**config.mk**
```make
export PLATFORM = sky130hd
export DESIGN_NAME = pc_ir_unit_flat
export DESIGN_NICKNAME = d
export VERILOG_FILES = /design/src/rtl/pc_ir_if.sv /design/src/rtl/pc_ir_unit.sv /design/src/flat_wrapper.sv
export SDC_FILE = /design/constraint.sdc
export NUM_CORES = 1
export LEC_CHECK = 0
export CAP_MARGIN = 10
export CELL_PAD_IN_SITES_DETAIL_PLACEMENT = 1
export CELL_PAD_IN_SITES_GLOBAL_PLACEMENT = 1
export CORE_MARGIN = 3
export CORE_UTILIZATION = 34
export CTS_CLUSTER_DIAMETER = 120
export DETAILED_ROUTE_END_ITERATION = 7
export PLACE_DENSITY = 0.87
export SLEW_MARGIN = 10
export SYNTH_ARGS = -nofsm -noshare
export SYNTH_HDL_FRONTEND = slang
export SYNTH_SLANG_ARGS = --single-unit
export TNS_END_PERCENT = 1
```
**constraint.sdc**
```tcl
create_clock -name clk -period 4.3 [get_ports clk]
set_input_delay 0.645 -clock clk [delete_from_list [all_inputs] [get_ports clk]]
set_output_delay 0.645 -clock clk [all_outputs]
set_load 0.005 [all_outputs]
```
**src/rtl/pc_ir_if.sv**
```systemverilog
// FSM-strobe and instruction-memory bus for the PC/IR slice.
// master drives strobes and memory data; slave returns address and strobes.
interface pc_ir_if #(
  parameter int INSTR_WIDTH = 16,
  parameter int ADDR_WIDTH  = 8
);
  logic                   PCWrite;
  logic [1:0]             PCSource;
  logic                   IRWrite;
  logic                   IorD;
  logic                   MemRead;
  logic                   MemWrite;
  logic [INSTR_WIDTH-1:0] alu_result;
  logic [INSTR_WIDTH-1:0] mem_rdata;
  logic [ADDR_WIDTH-1:0]  mem_addr;
  logic                   mem_read;
  logic                   mem_write;

  modport master (
    output PCWrite, PCSource, IRWrite, IorD,
    output MemRead, MemWrite, alu_result, mem_rdata,
    input  mem_addr, mem_read, mem_write
  );

  modport slave (
    input  PCWrite, PCSource, IRWrite, IorD,
    input  MemRead, MemWrite, alu_result, mem_rdata,
    output mem_addr, mem_read, mem_write
  );
endinterface

```
**src/rtl/pc_ir_unit.sv**
```systemverilog
// Multicycle fetch/decode slice: PC, IR, MDR, ALUOut and debug counters.
// Fields are combinational slices of IR; all state updates on rising clk.
module pc_ir_unit #(
  parameter int                  INSTR_WIDTH = 16,
  parameter int                  ADDR_WIDTH  = 8,
  parameter int                  OPCODE_SIZE = 4,
  parameter logic [ADDR_WIDTH-1:0] RESET_PC  = '0,
  parameter int                  CNT_WIDTH   = 16
) (
  input  logic                   clk,
  input  logic                   reboot,
  pc_ir_if.slave                 bus,
  output logic [ADDR_WIDTH-1:0]  pc,
  output logic [OPCODE_SIZE-1:0] opcode,
  output logic [3:0]             rd,
  output logic [3:0]             rs,
  output logic [3:0]             rt,
  output logic [INSTR_WIDTH-1:0] imm_sext,
  output logic [INSTR_WIDTH-1:0] mdr,
  output logic [INSTR_WIDTH-1:0] alu_out,
  output logic [CNT_WIDTH-1:0]   instr_count,
  output logic [CNT_WIDTH-1:0]   cycle_count,
  output logic                   ir_err
);

  logic [INSTR_WIDTH-1:0] ir;
  logic [ADDR_WIDTH-1:0]  pc_nxt;
  logic                   ir_load;

  assign opcode   = ir[INSTR_WIDTH-1 -: OPCODE_SIZE];
  assign rd       = ir[11:8];
  assign rs       = ir[7:4];
  assign rt       = ir[3:0];
  assign imm_sext = {{(INSTR_WIDTH-8){ir[7]}}, ir[7:0]};

  assign ir_load  = bus.IRWrite & bus.MemRead;

  // Memory side: address mux and reset/read-priority strobe gating.
  always_comb begin
    bus.mem_addr  = bus.IorD ? alu_out[ADDR_WIDTH-1:0] : pc;
    bus.mem_read  = bus.MemRead & ~reboot;
    bus.mem_write = bus.MemWrite & ~bus.MemRead & ~reboot;
  end

  // Next-PC select; branch and jump use the PC/IR from before this edge.
  always_comb begin
    pc_nxt = pc;
    if (bus.PCWrite) begin
      unique case (bus.PCSource)
        2'b00:   pc_nxt = bus.alu_result[ADDR_WIDTH-1:0];
        2'b01:   pc_nxt = pc + imm_sext[ADDR_WIDTH-1:0];
        2'b10:   pc_nxt = ir[ADDR_WIDTH-1:0];
        default: pc_nxt = pc;
      endcase
    end
  end

  // Architectural registers and debug counters.
  always_ff @(posedge clk) begin
    if (reboot) begin
      pc          <= RESET_PC;
      ir          <= '0;
      mdr         <= '0;
      alu_out     <= '0;
      instr_count <= '0;
      cycle_count <= '0;
      ir_err      <= 1'b0;
    end else begin
      pc          <= pc_nxt;
      alu_out     <= bus.alu_result;
      cycle_count <= cycle_count + 1'b1;
      if (ir_load) begin
        ir          <= bus.mem_rdata;
        instr_count <= instr_count + 1'b1;
      end
      if (bus.IRWrite && !bus.MemRead)
        ir_err <= 1'b1;
      if (bus.MemRead && bus.IorD)
        mdr <= bus.mem_rdata;
    end
  end

endmodule

```
**src/flat_wrapper.sv**
```systemverilog
// flat-port wrapper written by rule: the top's interface ports become plain ports
module pc_ir_unit_flat 
#(
  parameter int                  INSTR_WIDTH = 16,
  parameter int                  ADDR_WIDTH  = 8,
  parameter int                  OPCODE_SIZE = 4,
  parameter logic [ADDR_WIDTH-1:0] RESET_PC  = '0,
  parameter int                  CNT_WIDTH   = 16
)
  (clk, reboot, pc, opcode, rd, rs, rt, imm_sext, mdr, alu_out, instr_count, cycle_count, ir_err, bus_PCWrite, bus_PCSource, bus_IRWrite, bus_IorD, bus_MemRead, bus_MemWrite, bus_alu_result, bus_mem_rdata, bus_mem_addr, bus_mem_read, bus_mem_write);
  pc_ir_if #(.INSTR_WIDTH(INSTR_WIDTH), .ADDR_WIDTH(ADDR_WIDTH)) bus_i ();
  input  logic clk;
  input  logic reboot;
  output logic [ADDR_WIDTH-1:0] pc;
  output logic [OPCODE_SIZE-1:0] opcode;
  output logic [3:0] rd;
  output logic [3:0] rs;
  output logic [3:0] rt;
  output logic [INSTR_WIDTH-1:0] imm_sext;
  output logic [INSTR_WIDTH-1:0] mdr;
  output logic [INSTR_WIDTH-1:0] alu_out;
  output logic [CNT_WIDTH-1:0] instr_count;
  output logic [CNT_WIDTH-1:0] cycle_count;
  output logic ir_err;
  input wire logic [$bits(bus_i.PCWrite)-1:0] bus_PCWrite;
  input wire logic [$bits(bus_i.PCSource)-1:0] bus_PCSource;
  input wire logic [$bits(bus_i.IRWrite)-1:0] bus_IRWrite;
  input wire logic [$bits(bus_i.IorD)-1:0] bus_IorD;
  input wire logic [$bits(bus_i.MemRead)-1:0] bus_MemRead;
  input wire logic [$bits(bus_i.MemWrite)-1:0] bus_MemWrite;
  input wire logic [$bits(bus_i.alu_result)-1:0] bus_alu_result;
  input wire logic [$bits(bus_i.mem_rdata)-1:0] bus_mem_rdata;
  output wire logic [$bits(bus_i.mem_addr)-1:0] bus_mem_addr;
  output wire logic [$bits(bus_i.mem_read)-1:0] bus_mem_read;
  output wire logic [$bits(bus_i.mem_write)-1:0] bus_mem_write;
  assign bus_i.PCWrite = bus_PCWrite;
  assign bus_i.PCSource = bus_PCSource;
  assign bus_i.IRWrite = bus_IRWrite;
  assign bus_i.IorD = bus_IorD;
  assign bus_i.MemRead = bus_MemRead;
  assign bus_i.MemWrite = bus_MemWrite;
  assign bus_i.alu_result = bus_alu_result;
  assign bus_i.mem_rdata = bus_mem_rdata;
  assign bus_mem_addr = bus_i.mem_addr;
  assign bus_mem_read = bus_i.mem_read;
  assign bus_mem_write = bus_i.mem_write;
  pc_ir_unit #(.INSTR_WIDTH(INSTR_WIDTH), .ADDR_WIDTH(ADDR_WIDTH), .OPCODE_SIZE(OPCODE_SIZE), .RESET_PC(RESET_PC), .CNT_WIDTH(CNT_WIDTH)) u_core (.clk(clk), .reboot(reboot), .bus(bus_i), .pc(pc), .opcode(opcode), .rd(rd), .rs(rs), .rt(rt), .imm_sext(imm_sext), .mdr(mdr), .alu_out(alu_out), .instr_count(instr_count), .cycle_count(cycle_count), .ir_err(ir_err));
endmodule
```
==> impl_results.md, run 1 <==
* Status: finished clean
* Routability congestion estimate at 0.8559
* DR vias/cell at 5.241
* Setup-failing EPs final at 0
* Residual DRC at 0
* RSZ-0062 raised after global routing: no
* CTS tree: yes
* Initial DRC Count at 125
* Post-CTS sizing at 0
* Number of buffers on the longest clock path at 2
* Slew HR at 45.21%
* Routed vias at 3910
* CTS H-tree lvls at 3
* Final hold violation count at 0
* Syn nets at 528
* Skew-Pair Late Insertion Delay at 340 ps
* CTS root buffer: clkbuf_16
* CP Launch Type: primary input
* First-pass GRT wire length at 20800 um
* Synth Warn # at 0
* Fin crit share at 70.00%
* Worst slew pin tran at 820.2 ps
* Die Width at 115.2 um
* Setup Skew at 2.218 ps
* P_sw at 467.4 uW
* Mapped Avg Cell Area at 8.558 um^2
* Leakage power at 2.147 nW
* Dpl ws at 1273 ps
* Logic gate share of total power at 14.0%
* Die Area at 13280 um^2
* Main flop type after synthesis: dfxtp_1
* Highest clock rate at 0.3322 GHz
* Vias in the first global route at 4116
* Drt pass-1 iters at 4
* Post-DP HPWL at 9681 um
* Clock transition at path regs at 60 ps
* Inserted Diodes at 0
* Cells after Synth at 474
* Drt wl/cell at 17.66 um
* Clock buffer count from CTS at 9
* Crit path time final at 3010 ps
* GRT Overall Usage at 19.87%
* Pint at 1.442 mW
* IO Pins at 156
* Sw frac at 24.48%
* Pwr/cell area at 326.3 nW/um^2
* Sequential area share after synthesis at 43.92%
* Die Y at 115.2 um
* Worst Path Max Fanout at 11
* Initial core utilization at 35.22%
* CTS hold repair buffers at 0
* Synth async-reset ratio at 0%
* Post-Route WL at 13170 um
* Most frequent cells in the layout: 154 x clkdlybuf4s50_1, 89 x dfxtp_1, 87 x nand2_1, 49 x a21oi_1, 28 x nor2_1
* CP endpoint kind: output port
* Post-DRT Antenna Nets at 0
* Setup WS post-layout at 1290 ps
* Area Overhead vs Synth at 44.29%
* Cell row count at 39
* PortBufs at 155
* Share of cells above drive strength 1 at 4.478%
* Largest net degree at the start of global routing at 58
* Fin nets at 653
* Initial antenna violation count at 0
* Hold Path Class: flop to flop
* Final Util at 50.83%
* Pins over their slew limit at 0
* Post-CTS setup buffer count at 0
* Seq cells post-synth at 89
* Seq pwr share at 46.3%
* Commonest non-fill, non-tap cell in the layout: clkdlybuf4s50_1
* Clock sink count at 89
* Required time of the critical path at 3650 ps
* Worst vdd rail ir drop at 0.0002622 V
* WS Path Type: primary input to output port
* GRT overflow at 0
* Mapped Area at 4056 um^2
* Post-synth cell types at 51
* Max Cap Violations at 0
* CP arrival at 2370 ps
* Core ar. at 11520 um^2
* Setup TNS at 0 ps
* Post-synth EDFFs at 0
* Power share of the clock group at 39.7%
## cells by family (layout without fill, tap and decap cells)
group                      after synthesis  in the layout  synth area share, %
and+or+nand+nor                        199            199                24.43
AOI/OAI and AO/OA                       93             93                14.47
DFF                                     89             89                43.92
buffers and inverters                   51            180                6.292
xor gates and xnor gates                22             22                4.750
adders and majority gates               13             13                4.195
muxes                                    7              7                1.943
## sequential cells by signal, indices dropped and copies added (netlist names)
signal and count:
u_core.alu_out 16, u_core.cycle_count 16, u_core.instr_count 16, u_core.ir 16, u_core.mdr 16, u_core.pc 8
u_core.ir_err 1
## synth_stat cells, drive strengths merged (2+ instances only)
master,count,area (um^2)
a211oi,6,57.56
nor4,3,18.77
nand2,87,326.6
and4,4,35.03
and3,5,31.28
nor4b,2,32.53
nor4bb,2,20.02
buf,24,153.9
nand3,10,50.05
a31o,2,17.52
or3,5,31.28
nor2b,18,112.6
nor3,7,35.03
mux2,7,78.83
a21oi,49,245.2
o211ai,3,22.52
nor2,28,105.1
dfxtp,89,1782
nand3b,3,22.52
ha,12,150.1
nand4b,2,17.52
a221o,3,30.03
xor2,14,122.6
clkbuf,18,67.56
o2111a,2,22.52
a21o,3,22.52
xnor2,8,70.07
o21ai,14,70.07
nand4,12,75.07
and2,6,37.54
inv,8,30.03
o31ai,3,22.52
## through the flow
step / instances / hold WS (ps) / area (um^2) / power, mW
after CTS: 746 / 457.3 / 5853 / 1.931
after detailed placement: 731 / 448.9 / 5570 / 1.170
after global placement: 731 / 442.6 / 5570 / 1.159
final: 746 / 454.3 / 5853 / 1.910
after floorplan: 474 / 439.9 / 4056 / 1.015
after global routing: 746 / 476.7 / 5853 / 1.990
## final cells by class
type	instances	area [um^2]
clock buffers	13	270.3
clock inverters	2	12.51
fillers	1331	5663
inverters	9	33.78
multi-input cells	334	2019
flip-flops and latches	89	1782
well taps	143	178.9
repair buffers	156	1556
## power by group through the flow
stage / clock [mW] / sequential [mW] / combinational (mW)
after floorplan: 0 / 0.898 / 0.117
after global placement: 0 / 0.900 / 0.259
after detailed placement: 0 / 0.902 / 0.268
after CTS: 0.776 / 0.884 / 0.270
after global routing: 0.809 / 0.888 / 0.292
final: 0.758 / 0.884 / 0.267
## worst paths after layout
check	start	to	slack (ps)	cells past startpoint
setup / recovery	bus_IorD	bus_mem_addr[3]	1290	3
hold / removal	u_core.mdr[3]	u_core.mdr[3]	450	2
setup reg to reg	u_core.ir[0]	u_core.pc[4]	2080	6
hold reg to reg	u_core.mdr[3]	u_core.mdr[3]	450	2
## worst max-delay path, stage by stage
cell	delay, ps
clkdlybuf4s50_1	850
mux2_2	410
clkdlybuf4s50_1	460
## metal layers
layer / track usage [%] / wire, um / part of all wire (%)
met3: 4.789 / 724 / 5.5
met4: 6.729 / 182 / 1.4
met1: 22.79 / 5561 / 42
met5: 0 / 0 / 0
met2: 36.00 / 6703 / 51
(Power assumes the default switching activity.)
==> run 2, diff against run 1 <==
- CORE_UTILIZATION: 34 -> 32
- PLACE_DENSITY: 0.87 -> 0.83
- clock period: 4.3 -> 2.8 ns (I/O delays scaled with it)
==> run 2 against run 1 <==
Cell area is 1.8% higher; setup slack worse by 1100 ps; core utilization is 2.0 points lower; non-clock buffer count is 5 higher; sequential cell count stayed put; clock skew is 3.9 ps higher; count of clock-buffer cells in the layout is 4 lower; sequential share of layout area is 0.54 points lower; combinational power is 57% higher; cell count is 4.2% higher; clock power is 73% higher; sequential power is 54% higher; critical path type unchanged; critical endpoint is now bus_mem_addr[2].
==> impl_results.md, run 2 (synthesis gave the netlist of run 1 again) <==
* GRT Overall Usage at 19.26%
* Routed vias at 3937
* Number of buffers on the longest clock path at 2
* Post-DP HPWL at 10020 um
* Hold path cells at 2
* Fillcell total at 1454
* Max Cap Violations at 0
* Skew-Pair Late Insertion Delay at 350 ps
* Setup TNS at 0 ps
* Core ar. at 12210 um^2
* Post-Layout Cell Count at 777
* CTS root buffer: clkbuf_16
* Share of cells above drive strength 1 at 5.583%
* IO Pins at 156
* RSZ-0062 raised after global routing: no
* Worst slew pin tran at 867.4 ps
* CTS tree: yes
* CP endpoint kind: output port
* Drt pass-1 iters at 4
* CP Launch Type: primary input
* CP arrival at 2150 ps
* Routability congestion estimate at 0.8343
* Pwr/cell area at 517.3 nW/um^2
* Post-CTS sizing at 0
* WS Path Type: primary input to output port
* Hold Path Class: primary input to flop
* Inserted Diodes at 0
* Initial core utilization at 33.22%
* Fin nets at 658
* Setup-failing EPs final at 0
* Vias in the first global route at 4229
* Drt wl/cell at 17.27 um
* Clock transition at path regs at 70 ps
* Leakage power at 2.189 nW
* DR vias/cell at 5.067
* Cell depth of the worst flop-to-flop path at 6
* Initial antenna violation count at 0
* Placed insts at 761
* PortBufs at 155
* CTS H-tree lvls at 3
* Commonest non-fill, non-tap cell in the layout: clkdlybuf4s50_1
* Status: finished clean
* Setup Skew at 6.133 ps
* Post-DRT Antenna Nets at 0
* Highest clock rate at 0.3898 GHz
* Fin crit share at 91.61%
* Post-CTS setup buffer count at 0
* Largest net degree at the start of global routing at 83
* Die Area at 14060 um^2
* Required time of the critical path at 2380 ps
* Clock sink count at 89
* Worst vdd rail ir drop at 0.0002626 V
* Worst Path Max Fanout at 10
* Slew HR at 42.17%
* Residual DRC at 0
* GRT overflow at 0
* Pins over their slew limit at 0
* First-pass GRT wire length at 21970 um
* Area Overhead vs Synth at 46.92%
* Initial DRC Count at 170
* Die Y at 118.6 um
* Die Width at 118.6 um
* Crit path time final at 2565 ps
* Post-Route WL at 13420 um
* Most frequent cells in the layout: 154 x clkdlybuf4s50_1, 89 x dfxtp_1, 87 x nand2_1, 49 x a21oi_1, 28 x nor2_1
* CTS hold repair buffers at 0
* Final hold violation count at 0
* Cell row count at 40
* Clock buffer count from CTS at 9
## run 2: area by class of cell
type / instances / area (um^2) / share of cell area (%)
Clock buffer: 9 / 225.2 / 3.779
Clock inverter: 7 / 95.09 / 1.596
Inverter: 9 / 33.78 / 0.5669
Multi-Input combinational cell: 334 / 2019 / 33.89
Sequential cell: 89 / 1782 / 29.90
Tap cell: 168 / 210.2 / 3.527
Timing Repair Buffer: 161 / 1594 / 26.75
## run 2: path summary, 6_finish.rpt
check,from,endpoint,slack (ps)
worst max register to register,u_core.ir[0],u_core.pc[4],510
worst max-delay path,bus_IorD,bus_mem_addr[2],230
worst min register to register,u_core.ir[13],u_core.ir[13],460
worst min-delay path,reboot,u_core.instr_count[15],360
## run 2: stage by stage
step           total power, mW  utilization [%]  hold slack [ps]  setup slack (ps)  instance area, um^2
2_1_floorplan            1.558                -            439.9             880.4                 4056
4_1_cts                  3.128            48.80            352.3             230.9                 5959
5_1_grt                  3.221            48.80            364.2             200.7                 5959
3_3_place_gp             1.785            46.18            441.3             279.4                 5639
3_5_place_dp             1.804            46.18            449.2             251.4                 5639
6_report                 3.083            48.80            361.0             234.8                 5959
## run 2: metal layers
| metal | vias up | track usage [%] | part of all wire [%] |
|---|---|---|---|
| met4 | 0 | 6.807 | 1.7 |
| met2 | 123 | 33.75 | 50 |
| met1 | 1913 | 22.92 | 43 |
| met5 | - | 0 | 0 |
| li1 | 1883 | - | - |
| met3 | 18 | 4.545 | 5.4 |
## run 2: where the power goes
part | switching, mW | internal [mW] | leakage, nW
Combinational | 0.182 | 0.237 | 1.31
Clock | 0.526 | 0.782 | 0.155
Sequential | 0.0425 | 1.31 | 0.727
## run 2: critical path: stages
cell             delay, ps
clkdlybuf4s50_1        840
mux2_2                 410
clkdlybuf4s50_1        470
==> run 3, diff against run 2 <==
- CAP_MARGIN: 10 -> 5
==> results of run 3 <==
No change in the layout: final DEF, timing and power equal those of run 2.
